$ cat src/rtl/im_arbiter_if.sv
// im_arbiter_if: fetch port, loader port and memory-side signals of the instruction-memory arbiter.
// Latency: none (wiring only); timing is defined by the arbiter behind the slave modport.
// Backpressure: requesters hold *_req until the matching *_gnt is seen high.
interface im_arbiter_if #(
  parameter int ADDR_W = 16,
  parameter int DATA_W = 16
);
  // fetch port
  logic              f_req;
  logic [ADDR_W-1:0] f_addr;
  logic              f_gnt;
  logic              f_rvalid;
  // loader port
  logic              l_req;
  logic              l_we;
  logic [ADDR_W-1:0] l_addr;
  logic [7:0]        l_len;
  logic [DATA_W-1:0] l_wdata;
  logic              l_gnt;
  logic              l_rvalid;
  logic              l_done;
  // shared read data
  logic [DATA_W-1:0] rdata;
  // memory side
  logic [ADDR_W-1:0] mem_addr;
  logic [DATA_W-1:0] mem_wdata;
  logic              mem_rd_en;
  logic              mem_wr_en;
  logic [DATA_W-1:0] mem_rdata;

  // arbiter side
  modport slave (
    input  f_req, f_addr, l_req, l_we, l_addr, l_len, l_wdata, mem_rdata,
    output f_gnt, f_rvalid, l_gnt, l_rvalid, l_done, rdata,
    output mem_addr, mem_wdata, mem_rd_en, mem_wr_en
  );

  // requester / memory-model side
  modport master (
    output f_req, f_addr, l_req, l_we, l_addr, l_len, l_wdata, mem_rdata,
    input  f_gnt, f_rvalid, l_gnt, l_rvalid, l_done, rdata,
    input  mem_addr, mem_wdata, mem_rd_en, mem_wr_en
  );
endinterface

$ cat src/rtl/im_arbiter.sv
// im_arbiter: shares one instruction memory between a single-word fetch port and a burst loader port.
// Latency: grant is combinational; memory strobe/address/data registered (+1); read data and rvalid at +2.
// Backpressure: requests are held until granted; an accepted burst owns memory for len+1 cycles and stalls fetch.
// Build option: define IM_ARBITER_LDR_PRIO_EN for fixed loader priority (boot load); otherwise round-robin.
module im_arbiter #(
  parameter int ADDR_W = 16,
  parameter int DATA_W = 16,
  parameter int DEPTH  = 16384
) (
  input  logic        clk,
  input  logic        rst_n,
  im_arbiter_if.slave bus
);

  typedef enum logic [1:0] {
    IDLE  = 2'd0,
    FETCH = 2'd1,
    BURST = 2'd2
  } state_t;

  state_t            r_state;
  state_t            w_state_nxt;

  // burst context captured at acceptance
  logic [7:0]        r_beats_left;
  logic              r_we;
  logic [ADDR_W-1:0] r_baddr;

  // registered memory request and read-return pipeline
  logic              r_mem_rd_en;
  logic              r_mem_wr_en;
  logic [ADDR_W-1:0] r_mem_addr;
  logic [DATA_W-1:0] r_mem_wdata;
  logic              r_rd_src;
  logic              r_f_rvalid;
  logic              r_l_rvalid;
  logic              r_l_done;

  logic              w_f_gnt_raw;
  logic              w_l_gnt_raw;
  logic              w_f_gnt;
  logic              w_l_gnt;
  logic              w_accept;
  logic              w_last_beat;
  logic              w_beat_we;
  logic [ADDR_W-1:0] w_beat_addr;
  logic              w_ldr_wins;

  // Word address successor with wrap at the top of the memory.
  function automatic logic [ADDR_W-1:0] next_addr(input logic [ADDR_W-1:0] a);
    return (a == ADDR_W'(DEPTH - 1)) ? '0 : a + 1'b1;
  endfunction

`ifdef IM_ARBITER_LDR_PRIO_EN
  assign w_ldr_wins = 1'b1;
`else
  logic r_last_l;

  // Remember which port was granted most recently; loader at reset so fetch wins the first contention.
  always_ff @(posedge clk or negedge rst_n) begin
    if (!rst_n) begin
      r_last_l <= 1'b1;
    end else if (w_l_gnt) begin
      r_last_l <= 1'b1;
    end else if (w_f_gnt) begin
      r_last_l <= 1'b0;
    end
  end

  assign w_ldr_wins = ~r_last_l;
`endif

  // Next state and grant decode; IDLE and FETCH arbitrate identically, BURST grants the loader every cycle.
  always_comb begin
    w_state_nxt = r_state;
    w_f_gnt_raw = 1'b0;
    w_l_gnt_raw = 1'b0;
    w_accept    = 1'b0;
    w_last_beat = 1'b0;
    w_beat_we   = r_we;
    w_beat_addr = r_baddr;
    case (r_state)
      BURST: begin
        w_l_gnt_raw = 1'b1;
        w_last_beat = (r_beats_left == 8'd1);
        if (w_last_beat) begin
          w_state_nxt = IDLE;
        end
      end
      default: begin
        if (bus.l_req && (!bus.f_req || w_ldr_wins)) begin
          w_l_gnt_raw = 1'b1;
          w_accept    = 1'b1;
          w_beat_we   = bus.l_we;
          w_beat_addr = bus.l_addr;
          w_last_beat = (bus.l_len == 8'd0);
          w_state_nxt = w_last_beat ? IDLE : BURST;
        end else if (bus.f_req) begin
          w_f_gnt_raw = 1'b1;
          w_state_nxt = FETCH;
        end else begin
          w_state_nxt = IDLE;
        end
      end
    endcase
  end

  // Grants are forced low for as long as reset is asserted, not just from the next edge.
  assign w_f_gnt = w_f_gnt_raw & rst_n;
  assign w_l_gnt = w_l_gnt_raw & rst_n;

  // State register.
  always_ff @(posedge clk or negedge rst_n) begin
    if (!rst_n) begin
      r_state <= IDLE;
    end else begin
      r_state <= w_state_nxt;
    end
  end

  // Burst bookkeeping: direction and next address latched at acceptance so later input changes are ignored.
  always_ff @(posedge clk or negedge rst_n) begin
    if (!rst_n) begin
      r_beats_left <= 8'd0;
      r_we         <= 1'b0;
      r_baddr      <= '0;
    end else if (w_accept) begin
      r_beats_left <= bus.l_len;
      r_we         <= bus.l_we;
      r_baddr      <= next_addr(bus.l_addr);
    end else if (r_state == BURST) begin
      r_beats_left <= r_beats_left - 8'd1;
      r_baddr      <= next_addr(r_baddr);
    end
  end

  // Register the granted beat onto the memory port and tag reads with their source.
  always_ff @(posedge clk or negedge rst_n) begin
    if (!rst_n) begin
      r_mem_rd_en <= 1'b0;
      r_mem_wr_en <= 1'b0;
      r_mem_addr  <= '0;
      r_mem_wdata <= '0;
      r_rd_src    <= 1'b0;
    end else begin
      r_mem_rd_en <= w_f_gnt | (w_l_gnt & ~w_beat_we);
      r_mem_wr_en <= w_l_gnt & w_beat_we;
      r_rd_src    <= w_l_gnt;
      if (w_f_gnt) begin
        r_mem_addr <= bus.f_addr;
      end else if (w_l_gnt) begin
        r_mem_addr <= w_beat_addr;
      end
      if (w_l_gnt && w_beat_we) begin
        r_mem_wdata <= bus.l_wdata;
      end
    end
  end

  // Steer read-valid by the registered source tag; done pulses the cycle after the last beat.
  always_ff @(posedge clk or negedge rst_n) begin
    if (!rst_n) begin
      r_f_rvalid <= 1'b0;
      r_l_rvalid <= 1'b0;
      r_l_done   <= 1'b0;
    end else begin
      r_f_rvalid <= r_mem_rd_en & ~r_rd_src;
      r_l_rvalid <= r_mem_rd_en & r_rd_src;
      r_l_done   <= w_l_gnt & w_last_beat;
    end
  end

  assign bus.f_gnt     = w_f_gnt;
  assign bus.l_gnt     = w_l_gnt;
  assign bus.f_rvalid  = r_f_rvalid;
  assign bus.l_rvalid  = r_l_rvalid;
  assign bus.l_done    = r_l_done;
  assign bus.rdata     = bus.mem_rdata;
  assign bus.mem_addr  = r_mem_addr;
  assign bus.mem_wdata = r_mem_wdata;
  assign bus.mem_rd_en = r_mem_rd_en;
  assign bus.mem_wr_en = r_mem_wr_en;

endmodule

$ cat src/flat_wrapper.sv
// flat-port wrapper written by rule: the top's interface ports become plain ports
module im_arbiter_flat 
#(
  parameter int ADDR_W = 16,
  parameter int DATA_W = 16,
  parameter int DEPTH  = 16384
)
  (clk, rst_n, bus_f_req, bus_f_addr, bus_l_req, bus_l_we, bus_l_addr, bus_l_len, bus_l_wdata, bus_mem_rdata, bus_f_gnt, bus_f_rvalid, bus_l_gnt, bus_l_rvalid, bus_l_done, bus_rdata, bus_mem_addr, bus_mem_wdata, bus_mem_rd_en, bus_mem_wr_en);
  im_arbiter_if #(.ADDR_W(ADDR_W), .DATA_W(DATA_W)) bus_i ();
  input  logic clk;
  input  logic rst_n;
  input wire logic [$bits(bus_i.f_req)-1:0] bus_f_req;
  input wire logic [$bits(bus_i.f_addr)-1:0] bus_f_addr;
  input wire logic [$bits(bus_i.l_req)-1:0] bus_l_req;
  input wire logic [$bits(bus_i.l_we)-1:0] bus_l_we;
  input wire logic [$bits(bus_i.l_addr)-1:0] bus_l_addr;
  input wire logic [$bits(bus_i.l_len)-1:0] bus_l_len;
  input wire logic [$bits(bus_i.l_wdata)-1:0] bus_l_wdata;
  input wire logic [$bits(bus_i.mem_rdata)-1:0] bus_mem_rdata;
  output wire logic [$bits(bus_i.f_gnt)-1:0] bus_f_gnt;
  output wire logic [$bits(bus_i.f_rvalid)-1:0] bus_f_rvalid;
  output wire logic [$bits(bus_i.l_gnt)-1:0] bus_l_gnt;
  output wire logic [$bits(bus_i.l_rvalid)-1:0] bus_l_rvalid;
  output wire logic [$bits(bus_i.l_done)-1:0] bus_l_done;
  output wire logic [$bits(bus_i.rdata)-1:0] bus_rdata;
  output wire logic [$bits(bus_i.mem_addr)-1:0] bus_mem_addr;
  output wire logic [$bits(bus_i.mem_wdata)-1:0] bus_mem_wdata;
  output wire logic [$bits(bus_i.mem_rd_en)-1:0] bus_mem_rd_en;
  output wire logic [$bits(bus_i.mem_wr_en)-1:0] bus_mem_wr_en;
  assign bus_i.f_req = bus_f_req;
  assign bus_i.f_addr = bus_f_addr;
  assign bus_i.l_req = bus_l_req;
  assign bus_i.l_we = bus_l_we;
  assign bus_i.l_addr = bus_l_addr;
  assign bus_i.l_len = bus_l_len;
  assign bus_i.l_wdata = bus_l_wdata;
  assign bus_i.mem_rdata = bus_mem_rdata;
  assign bus_f_gnt = bus_i.f_gnt;
  assign bus_f_rvalid = bus_i.f_rvalid;
  assign bus_l_gnt = bus_i.l_gnt;
  assign bus_l_rvalid = bus_i.l_rvalid;
  assign bus_l_done = bus_i.l_done;
  assign bus_rdata = bus_i.rdata;
  assign bus_mem_addr = bus_i.mem_addr;
  assign bus_mem_wdata = bus_i.mem_wdata;
  assign bus_mem_rd_en = bus_i.mem_rd_en;
  assign bus_mem_wr_en = bus_i.mem_wr_en;
  im_arbiter #(.ADDR_W(ADDR_W), .DATA_W(DATA_W), .DEPTH(DEPTH)) u_core (.clk(clk), .rst_n(rst_n), .bus(bus_i));
endmodule
$ cat config.mk
export PLATFORM = sky130hd
export DESIGN_NAME = im_arbiter_flat
export DESIGN_NICKNAME = d
export VERILOG_FILES = /design/src/rtl/im_arbiter_if.sv /design/src/rtl/im_arbiter.sv /design/src/flat_wrapper.sv
export SDC_FILE = /design/constraint.sdc
export NUM_CORES = 1
export LEC_CHECK = 0
export CAP_MARGIN = 10
export CORE_UTILIZATION = 41
export CTS_CLUSTER_DIAMETER = 50
export DETAILED_ROUTE_END_ITERATION = 10
export GPL_TIMING_DRIVEN = 1
export HOLD_SLACK_MARGIN = 0.06
export PLACE_DENSITY = 0.73
export SYNTH_ARGS = -nofsm -noshare
export SYNTH_HDL_FRONTEND = slang
export SYNTH_SLANG_ARGS = --single-unit
$ cat constraint.sdc
create_clock -name clk -period 1.75 [get_ports clk]
set_input_delay 0.35 -clock clk [delete_from_list [all_inputs] [get_ports clk]]
set_output_delay 0.35 -clock clk [all_outputs]
set_load 0.005 [all_outputs]
==> flow_summary.ini, run 1 <==
[synth]
synth.top_cell.area_share_pct = 43.3
syn_inst = 375
synth_warnings = 0
synth.yosys.seq_area_share_pct = 44.0
netlist_top_cells_count = dfrtp_1 (65), nand2_1 (45), nor2_1 (21), o21ai_1 (21)
ys_ff_latch = 66
syn-num-nets = 456
synth_edf_count = 0
yosysMostFrequentCell = dfrtp_1
yosysUniqueCellTypes = 59
ys.flop_type = dfrtp_1
synth.avg_cell_area_um2 = 10.0
synthArstFlopShare_pct = 100
synthTopCellsByArea = dfrtp_1 (43%), nand2_1 (4.5%), mux2i_1 (4.3%)
syn_area_mm2 = 0.00376
yosysTopAreaCell = dfrtp_1

[layout]
stdcell_area_mm2 = 0.00576
seqCellArea_mm2 = 0.00165
final_nets = 623
multiInputGateArea_mm2 = 0.00207
drive_gt1_share_pct = 30.5
area_delta_synth_final_pct = 53.2
diodes = 0
fill_cells = 684

[clock_network]
clock-sinks = 66
clk_latency_ns = 0.36
clock_path_buffers = 2
cts_root_buffer = clkbuf_8
cts_tree = yes
htreeDepth = 3
path_clk_slew_ns = 0.08
cts_buffers = 9

[run_status]
outcome = finished, violations left
failed_checks = design-rule violations, negative setup slack

[drt]
drcViolationCount = 12
first_pass_iters = 8
vias = 3558
via_per_inst = 5.43
first_iter_violations = 222
routedWlPerCell_um = 17.0
wirelength_mm = 11.1
ant_nets = 0

[sta]
fmax_mhz = 557
fin_skew_ns = 0.0140
slew-limit-headroom_pct = 62.5
fin_crit_sh_pct = 103
holdWs_ns = 0.140
fin_crit_ns = 1.80
final_hold_viol_count = 0
finalSetupViolations = 19
worst_slack_ns = -0.0469
maxSlewViolCount = 0
worst_pin_slew_ns = 0.563
grt_setup_unrepaired = true

[run]
maxCapViolCount = 0

[floorplanning]
pin_count = 132
die_w_um = 97.7
core_area_mm2 = 0.00881
rows = 34
dieArea_mm2 = 0.00955
start_util_pct = 42.7
die_h_um = 97.7

[critical_path]
critPathCaptureType = flip-flop
crit_type = flip-flop to flip-flop
worstPathMaxFanout = 8
worstSetupStartpointType = flip-flop
cp.arrival_ns = 2.05
required_ns = 2.00
r2r_cells = 6

[placed_design]
globalplace.congestion = 0.877
placedInstanceArea_mm2 = 0.00525
portBuffers = 99
pre_cts_ws_ns = -0.505
dpl.hpwl_mm = 7.96

[grt]
gr-total-overflow = 0
globalRouteTotalUtil_pct = 23.6
grt_pass1_wl_mm = 17.6
antenna_found_initial = 0
grt_max_degree = 44
grt_pass1_vias = 3561

[pwr]
ir_worst_vdd_mv = 0.735
p_per_area_mw_per_mm2 = 1470
p_total_mw = 8.47
power_leakage_nw = 2.52

[worst_hold_path]
hold_class = input pin to asynchronous set/reset pin
[area by class of cell]
cell class,count,share of cell area (%)
clock buffers,10,2.22
repair buffers,184,28.6
inverters,9,0.587
well taps,108,2.35
flip-flops and latches,66,28.7
multi-input cells,272,35.9
clock inverters,6,1.56
[cell families after synthesis]
logic type                 Yosys count  synth area share, %
and+or+nand+nor                    129                 17.8
muxes                               47                 14.5
DFF                                 66                 44.0
adders and majority gates            4                 1.33
AOI/OAI and AO/OA                   77                 13.0
buffers and inverters               39                 6.29
xor gates and xnor gates            13                 3.03
[metrics by stage]
step	cells	setup TNS [ns]	utilization [%]
floorplan	375	-0.981	-
global placement	627	-20.38	59.6
detailed placement	627	-22.64	59.6
CTS	653	-0.456	63.3
global route	655	-2.18	65.4
finish	655	-0.701	65.4
[per-layer routing]
metal,global-route usage [%],vias up,routed length (um)
li1,-,1687,-
met1,31.5,1729,5000
met2,38.2,121,5330
met3,4.87,21,606
met4,8.04,0,206
met5,0,-,0
[placed cells by master, fill, tap and decap left out, types with 2 or more instances in the layout]
| master | synthesis | layout |
|---|---|---|
| a211oi_1 | 3 | 3 |
| a21oi_1 | 8 | 8 |
| a221o_1 | 2 | 2 |
| a22oi_1 | 4 | 4 |
| a31oi_1 | 4 | 3 |
| a32oi_1 | 2 | 2 |
| and2_1 | 4 | 2 |
| and2_4 | 0 | 4 |
| and3_1 | 9 | 8 |
| and4_1 | 3 | 3 |
| buf_2 | 6 | 2 |
| buf_4 | 16 | 80 |
| buf_6 | 3 | 3 |
| bufinv_16 | 0 | 2 |
| clkbuf_8 | 0 | 9 |
| clkdlybuf4s50_1 | 0 | 94 |
| dfrtp_1 | 65 | 65 |
| dlygate4sd2_1 | 0 | 2 |
| ha_1 | 4 | 3 |
| inv_1 | 8 | 8 |
| mux2_2 | 14 | 14 |
| mux2_4 | 10 | 17 |
| mux2i_1 | 16 | 16 |
| nand2_1 | 45 | 43 |
| nand2_2 | 0 | 2 |
| nand2b_1 | 3 | 2 |
| nand3_1 | 11 | 10 |
| nand4_1 | 6 | 6 |
| nor2_1 | 21 | 16 |
| nor2_2 | 1 | 4 |
| nor2_4 | 1 | 3 |
| nor3_1 | 12 | 10 |
| nor3_2 | 0 | 2 |
| nor4_1 | 4 | 4 |
| o21ai_0 | 14 | 12 |
| o21ai_1 | 21 | 23 |
| o221ai_1 | 5 | 4 |
| o31ai_1 | 2 | 2 |
| xnor2_1 | 5 | 4 |
| xor2_1 | 8 | 7 |
[final timing paths]
kind                                      start                       to  slack (ns)
worst max-delay path            u_core.r_last_l  u_core.bus.mem_wdata[8]       -0.05
worst min-delay path                      rst_n     u_core.bus.mem_rd_en        0.14
worst max register to register  u_core.r_last_l  u_core.bus.mem_wdata[8]       -0.05
worst min register to register  u_core.r_rd_src      u_core.bus.f_rvalid        0.43
max in group asynchronous                 rst_n   u_core.bus.mem_addr[6]        0.93
min in group clk                u_core.r_rd_src      u_core.bus.f_rvalid        0.43
[worst max-delay path, stage by stage (launching register included)]
cell,delay (ns)
dfstp_2,0.37
a21bo_4,0.21
buf_6,0.13
nor2_4,0.14
mux2_4,0.35
and2_4,0.20
mux2_4,0.30
[power breakdown]
| part | total (mW) | internal [mW] | leakage, nW | switching, mW |
|---|---|---|---|---|
| combinational | 4.35 | 2.50 | 1.60 | 1.85 |
| sequential | 2.65 | 2.19 | 0.814 | 0.456 |
| clock | 1.47 | 0.808 | 0.107 | 0.660 |
| total | 8.47 | 5.50 | 2.52 | 2.97 |
[flip-flops by register name, summed over array words and instances, names as in the netlist]
name,cells
u_core.r_state,2
u_core.bus.mem_addr,16
u_core.bus.mem_wr_en,1
u_core.r_baddr,16
u_core.bus.l_rvalid,1
u_core.bus.l_done,1
u_core.r_we,1
u_core.bus.mem_wdata,16
u_core.r_beats_left,8
u_core.r_last_l,1
u_core.bus.f_rvalid,1
u_core.r_rd_src,1
u_core.bus.mem_rd_en,1
[repair_timing]
| action | in CTS | in global routing |
|---|---|---|
| resized for setup | 24 | 31 |
| pin swaps | 5 | 9 |
| hold endpoints to repair | 23 | 0 |
| buffers inserted | 7 | 2 |
| hold buffers | 1 | 0 |
| endpoints found under the setup margin | 35 | 48 |
| cloned | 2 | 0 |
(Power assumes the default switching activity.)
==> run 2, diff against run 1 <==
CORE_UTILIZATION = 45   (was 41)
CTS_CLUSTER_DIAMETER = 120   (was 50)
PLACE_DENSITY = 0.76   (was 0.73)
clock period = 2.12 ns   (was 1.75 ns; I/O delays follow)
==> flow_summary.ini, run 2 (synthesis results as in run 1) <==
[layout]
final_util_pct = 67.5
mostFrequentLayoutCells = clkdlybuf4s50_1 (94), dfrtp_1 (65), buf_4 (51)
fill_cells = 599
drive_gt1_share_pct = 21.2
final_nets = 590
diodes = 0
area_delta_synth_final_pct = 41.6
layout_commonest_cell = clkdlybuf4s50_1
stdcell_count = 616
stdcell_area_mm2 = 0.00532

[critical_path]
crit_slowest_cell = dfstp_2
cpPeakStageDelay_ns = 0.56
worstSetupStartpointType = flip-flop
crit_chain = a21bo_4 -> and3_4 -> and2_4 -> clkdlybuf4s15_1
required_ns = 1.70
cp.arrival_ns = 1.62
critPathCaptureType = primary output
crit_type = flip-flop to primary output
worstPathMaxFanout = 3

[drt]
first_pass_iters = 5
vias = 3484
via_per_inst = 5.66
wirelength_mm = 10.9
ant_nets = 0
routedWlPerCell_um = 17.7
drcViolationCount = 0
first_iter_violations = 225

[worst_hold_path]
hold_class = input pin to asynchronous set/reset pin

[placed_design]
dpl.hpwl_mm = 7.87
placedInstanceArea_mm2 = 0.00503
portBuffers = 99
post-place-cells = 592
globalplace.congestion = 0.916

[floorplanning]
start_util_pct = 47.7
core_area_mm2 = 0.00789
dieArea_mm2 = 0.00872
die_h_um = 93.4
rows = 32
pin_count = 132
die_w_um = 93.4

[clock_network]
htreeDepth = 3
cts_root_buffer = clkbuf_8
cts_buffers = 9
cts_tree = yes
clock-sinks = 66
clk_latency_ns = 0.36
clock_path_buffers = 2
path_clk_slew_ns = 0.08

[run_status]
outcome = complete, no violations

[sta]
worst_pin_slew_ns = 0.813
grt_setup_unrepaired = false
final_hold_viol_count = 0
fin_crit_ns = 2.04
maxSlewViolCount = 0
holdWs_ns = 0.410
fin_skew_ns = 0.0120
slew-limit-headroom_pct = 45.8
finalSetupViolations = 0
fin_crit_sh_pct = 96.4
fmax_mhz = 489

[run]
maxCapViolCount = 0

[grt]
grt_max_degree = 65
globalRouteTotalUtil_pct = 26.7
antenna_found_initial = 0
gr-total-overflow = 0
grt_pass1_vias = 3566
grt_pass1_wl_mm = 17.5

[pwr]
power_leakage_nw = 2.32
p_total_mw = 6.44
ir_worst_vdd_mv = 0.609
p_per_area_mw_per_mm2 = 1210
run 2: cell count changes in the layout (fill, tap and decap cells not counted), sizes merged:
cell,delta
clkdlybuf4s15,+1
dlygate4sd2,-2
buf,-32
dlymetal6s2s,+2
and2,-2
clkinvlp,+2
inv,-1
bufinv,-1
run 2: layout make-up:
cell class,count,area [um2],area share (%)
clock buffers,10,138,2.59
clock inverters,6,66.3,1.25
inverters,9,33.8,0.635
multi-input cells,270,1890,35.6
flip-flops and latches,66,1650,31.1
well taps,102,128,2.40
repair buffers,153,1410,26.5
run 2: metal layers:
layer / vias to the layer above / global-route usage [%] / part of all wire [%]
li1: 1615 / - / -
met1: 1686 / 34.5 / 43
met2: 154 / 42.8 / 49
met3: 29 / 4.88 / 5.5
met4: 0 / 13.7 / 2.6
met5: - / 0 / 0
run 2: where the power goes:
part | switching, mW | internal [mW]
Combinational | 1.33 | 1.73
Clock | 0.540 | 0.574
Sequential | 0.460 | 1.81
run 2: final timing paths:
check / slack (ns) / end / depth (start not counted) / startpoint
min in group clk: 0.42 / u_core.bus.f_rvalid / 1 / u_core.r_rd_src
hold / removal: 0.41 / u_core.r_baddr[3] / 2 / rst_n
setup reg to reg: 0.16 / u_core.bus.mem_wdata[5] / 7 / u_core.r_last_l
setup / recovery: 0.08 / bus_f_gnt / 4 / u_core.r_last_l
hold reg to reg: 0.42 / u_core.bus.f_rvalid / 1 / u_core.r_rd_src
max in group asynchronous: 0.69 / u_core.bus.mem_addr[10] / 3 / rst_n
run 2: timing repair:
item | 4_1_cts | 5_1_grt
hold buffers | 1 | 0
endpoints found under the hold margin | 2 | 0
gates resized for setup | 10 | 5
buffers inserted | 7 | 0
setup endpoints to repair | 2 | 17
pin swaps | 1 | 1
run 2: worst max-delay path, delay by kind of cell, from the launching register on:
family,cells,cell delay [ns]
AOI/OAI and AO/OA,1,0.14
DFF,1,0.56
and+or+nand+nor,2,0.35
buffers and inverters,1,0.21
run 2: metrics by stage:
stage | setup WS (ns) | setup TNS [ns]
global placement | -0.323 | -9.10
global route | 0.0184 | 0
finish | 0.0770 | 0
floorplan | 0.169 | 0
CTS | 0.00509 | 0
detailed placement | -0.377 | -11.38
==> run 3, diff against run 2 <==
ABC_AREA = 1   (was not set)
PLACE_DENSITY = 0.75   (was 0.76)
==> flow_summary.ini, run 3 <==
[layout]
area_delta_synth_final_pct = 31.9
fill_cells = 771
drive_gt1_share_pct = 11.7
seqCellArea_mm2 = 0.00165
multiInputGateArea_mm2 = 0.00198
layout_commonest_cell = nand2_1
final_nets = 726
mostFrequentLayoutCells = nand2_1 (190), clkdlybuf4s50_1 (94), dfrtp_1 (65)
diodes = 0

[synth]
yosysTopAreaCell = dfrtp_1
syn_inst = 544
synthTopCellsByArea = dfrtp_1 (40%), nand2_1 (18%), nand3_1 (5.5%)
synth.avg_cell_area_um2 = 7.40
yosysUniqueCellTypes = 43
synth.yosys.seq_area_share_pct = 41.0
synth_warnings = 0
ys.flop_type = dfrtp_1
syn-num-nets = 625
ys_ff_latch = 66
synthArstFlopShare_pct = 100
yosysMostFrequentCell = nand2_1
synth_edf_count = 0
synth.top_cell.area_share_pct = 40.4
netlist_top_cells_count = nand2_1 (190), dfrtp_1 (65), nand3_1 (44)
syn_area_mm2 = 0.00403

[floorplanning]
die_w_um = 96.6
rows = 34
pin_count = 132
die_h_um = 96.6
core_area_mm2 = 0.00868
start_util_pct = 46.4
dieArea_mm2 = 0.00933

[drt]
drcViolationCount = 0
ant_nets = 0
wirelength_mm = 10.9
first_pass_iters = 5
first_iter_violations = 177
routedWlPerCell_um = 14.4
via_per_inst = 5.19
vias = 3933

[placed_design]
globalplace.congestion = 0.945
pre_cts_ws_ns = -0.201
dpl.hpwl_mm = 8.29
portBuffers = 99

[sta]
worst_slack_ns = 0.0558
maxSlewViolCount = 0
fin_crit_ns = 2.06
slew-limit-headroom_pct = 69.3
fin_skew_ns = 0.00796
final_hold_viol_count = 0
holdWs_ns = 0.177
fin_crit_sh_pct = 97.4
grt_setup_unrepaired = false
finalSetupViolations = 0
fmax_mhz = 484
worst_pin_slew_ns = 0.461

[grt]
antenna_found_initial = 0
gr-total-overflow = 0
grt_pass1_vias = 3832
grt_max_degree = 36
globalRouteTotalUtil_pct = 24.5
grt_pass1_wl_mm = 18.4

[clock_network]
clock-sinks = 66
htreeDepth = 3
cts_tree = yes
path_clk_slew_ns = 0.08
cts_root_buffer = clkbuf_8
cts_buffers = 9
clk_latency_ns = 0.35
clock_path_buffers = 2

[critical_path]
r2r_setup_slack_ns = 0.29
r2r_cells = 10
required_ns = 1.70
critPathCaptureType = primary output
cp.arrival_ns = 1.64
worstSetupStartpointType = flip-flop
crit_type = flip-flop to primary output
worstReg2RegEnd = u_core.bus.mem_addr[2]
worstPathMaxFanout = 2
reg2reg_from = u_core.r_last_l

[pwr]
power_leakage_nw = 2.49
ir_worst_vdd_mv = 0.523
p_per_area_mw_per_mm2 = 1200

[run]
maxCapViolCount = 0

[run_status]
outcome = complete, no violations

[worst_hold_path]
hold_class = input pin to asynchronous set/reset pin
[run 3: changes by cell type after synthesis, sizes merged, moves of 7 or more]
cell	delta
a21oi	+13
and3	-9
inv	+34
mux2	-31
mux2i	-16
nand2	+157
nand3	+34
nor2	+30
nor3	-7
o211ai	+10
[run 3: where the power goes]
group / internal [mW] / switching, mW
logic: 1.43 / 1.56
clock network: 0.552 / 0.543
registers: 1.84 / 0.441
[run 3: critical path, stage by stage, from the launching register on]
cell,delay (ns)
dfstp_2,0.54
nand2_2,0.07
nand2_4,0.09
nand2_8,0.05
nor3_4,0.25
dlygate4sd2_1,0.28
[run 3: worst max-delay path by stage]
stage | slack, ns | endpoint | cells after the start | start
5_1_grt | 0.01 | bus_f_gnt | 5 | u_core.r_last_l
3_5_place_dp | -0.20 | bus_f_gnt | 4 | bus_f_req
3_3_place_gp | -0.23 | bus_f_gnt | 4 | bus_f_req
6_report | 0.06 | bus_f_gnt | 5 | u_core.r_last_l
2_1_floorplan | 0.56 | bus_f_gnt | 5 | u_core.r_last_l
4_1_cts | 0.04 | bus_f_gnt | 5 | u_core.r_last_l
[run 3: per-layer routing]
layer,GRT usage (%),vias to the layer above,routed length (um)
li1,-,1940,-
met1,31.7,1817,4850
met2,38.8,140,5170
met3,4.48,36,521
met4,13.1,0,374
met5,0,-,0
[run 3: repair_timing]
item / 4_1_cts / 5_1_grt
setup buffers: 1 / 0
hold buffers: 0 / 0
pin swaps: 2 / 1
setup endpoints to repair: 2 / 1
gates resized for setup: 4 / 0
[run 3: cell families after synthesis]
| logic type | after synthesis | share of synthesized area, % |
|---|---|---|
| xor gates and xnor gates | 10 | 2.17 |
| buffers and inverters | 75 | 9.79 |
| AOI/OAI and AO/OA | 70 | 9.72 |
| adders and majority gates | 4 | 1.24 |
| and+or+nand+nor | 319 | 36.0 |
| DFF | 66 | 41.0 |
[run 3: final cells by class]
class                           instances  area share (%)
Clock buffer                            9            2.33
Multi-Input combinational cell        403            37.3
Sequential cell                        66            31.1
Timing Repair Buffer                  121            22.0
Inverter                               44            3.20
Clock inverter                          7            1.48
Tap cell                              108            2.54
[run 3: stage by stage]
step	power, mW	std cells	area, um2	util, %	TNS [ns]
3_5_place_dp	5.28	741	5110	58.9	-2.07
5_1_grt	6.84	758	5310	61.2	0
3_3_place_gp	5.19	741	5110	58.9	-1.59
2_1_floorplan	3.94	544	4030	-	0
6_report	6.36	758	5310	61.2	0
4_1_cts	6.39	758	5310	61.2	0
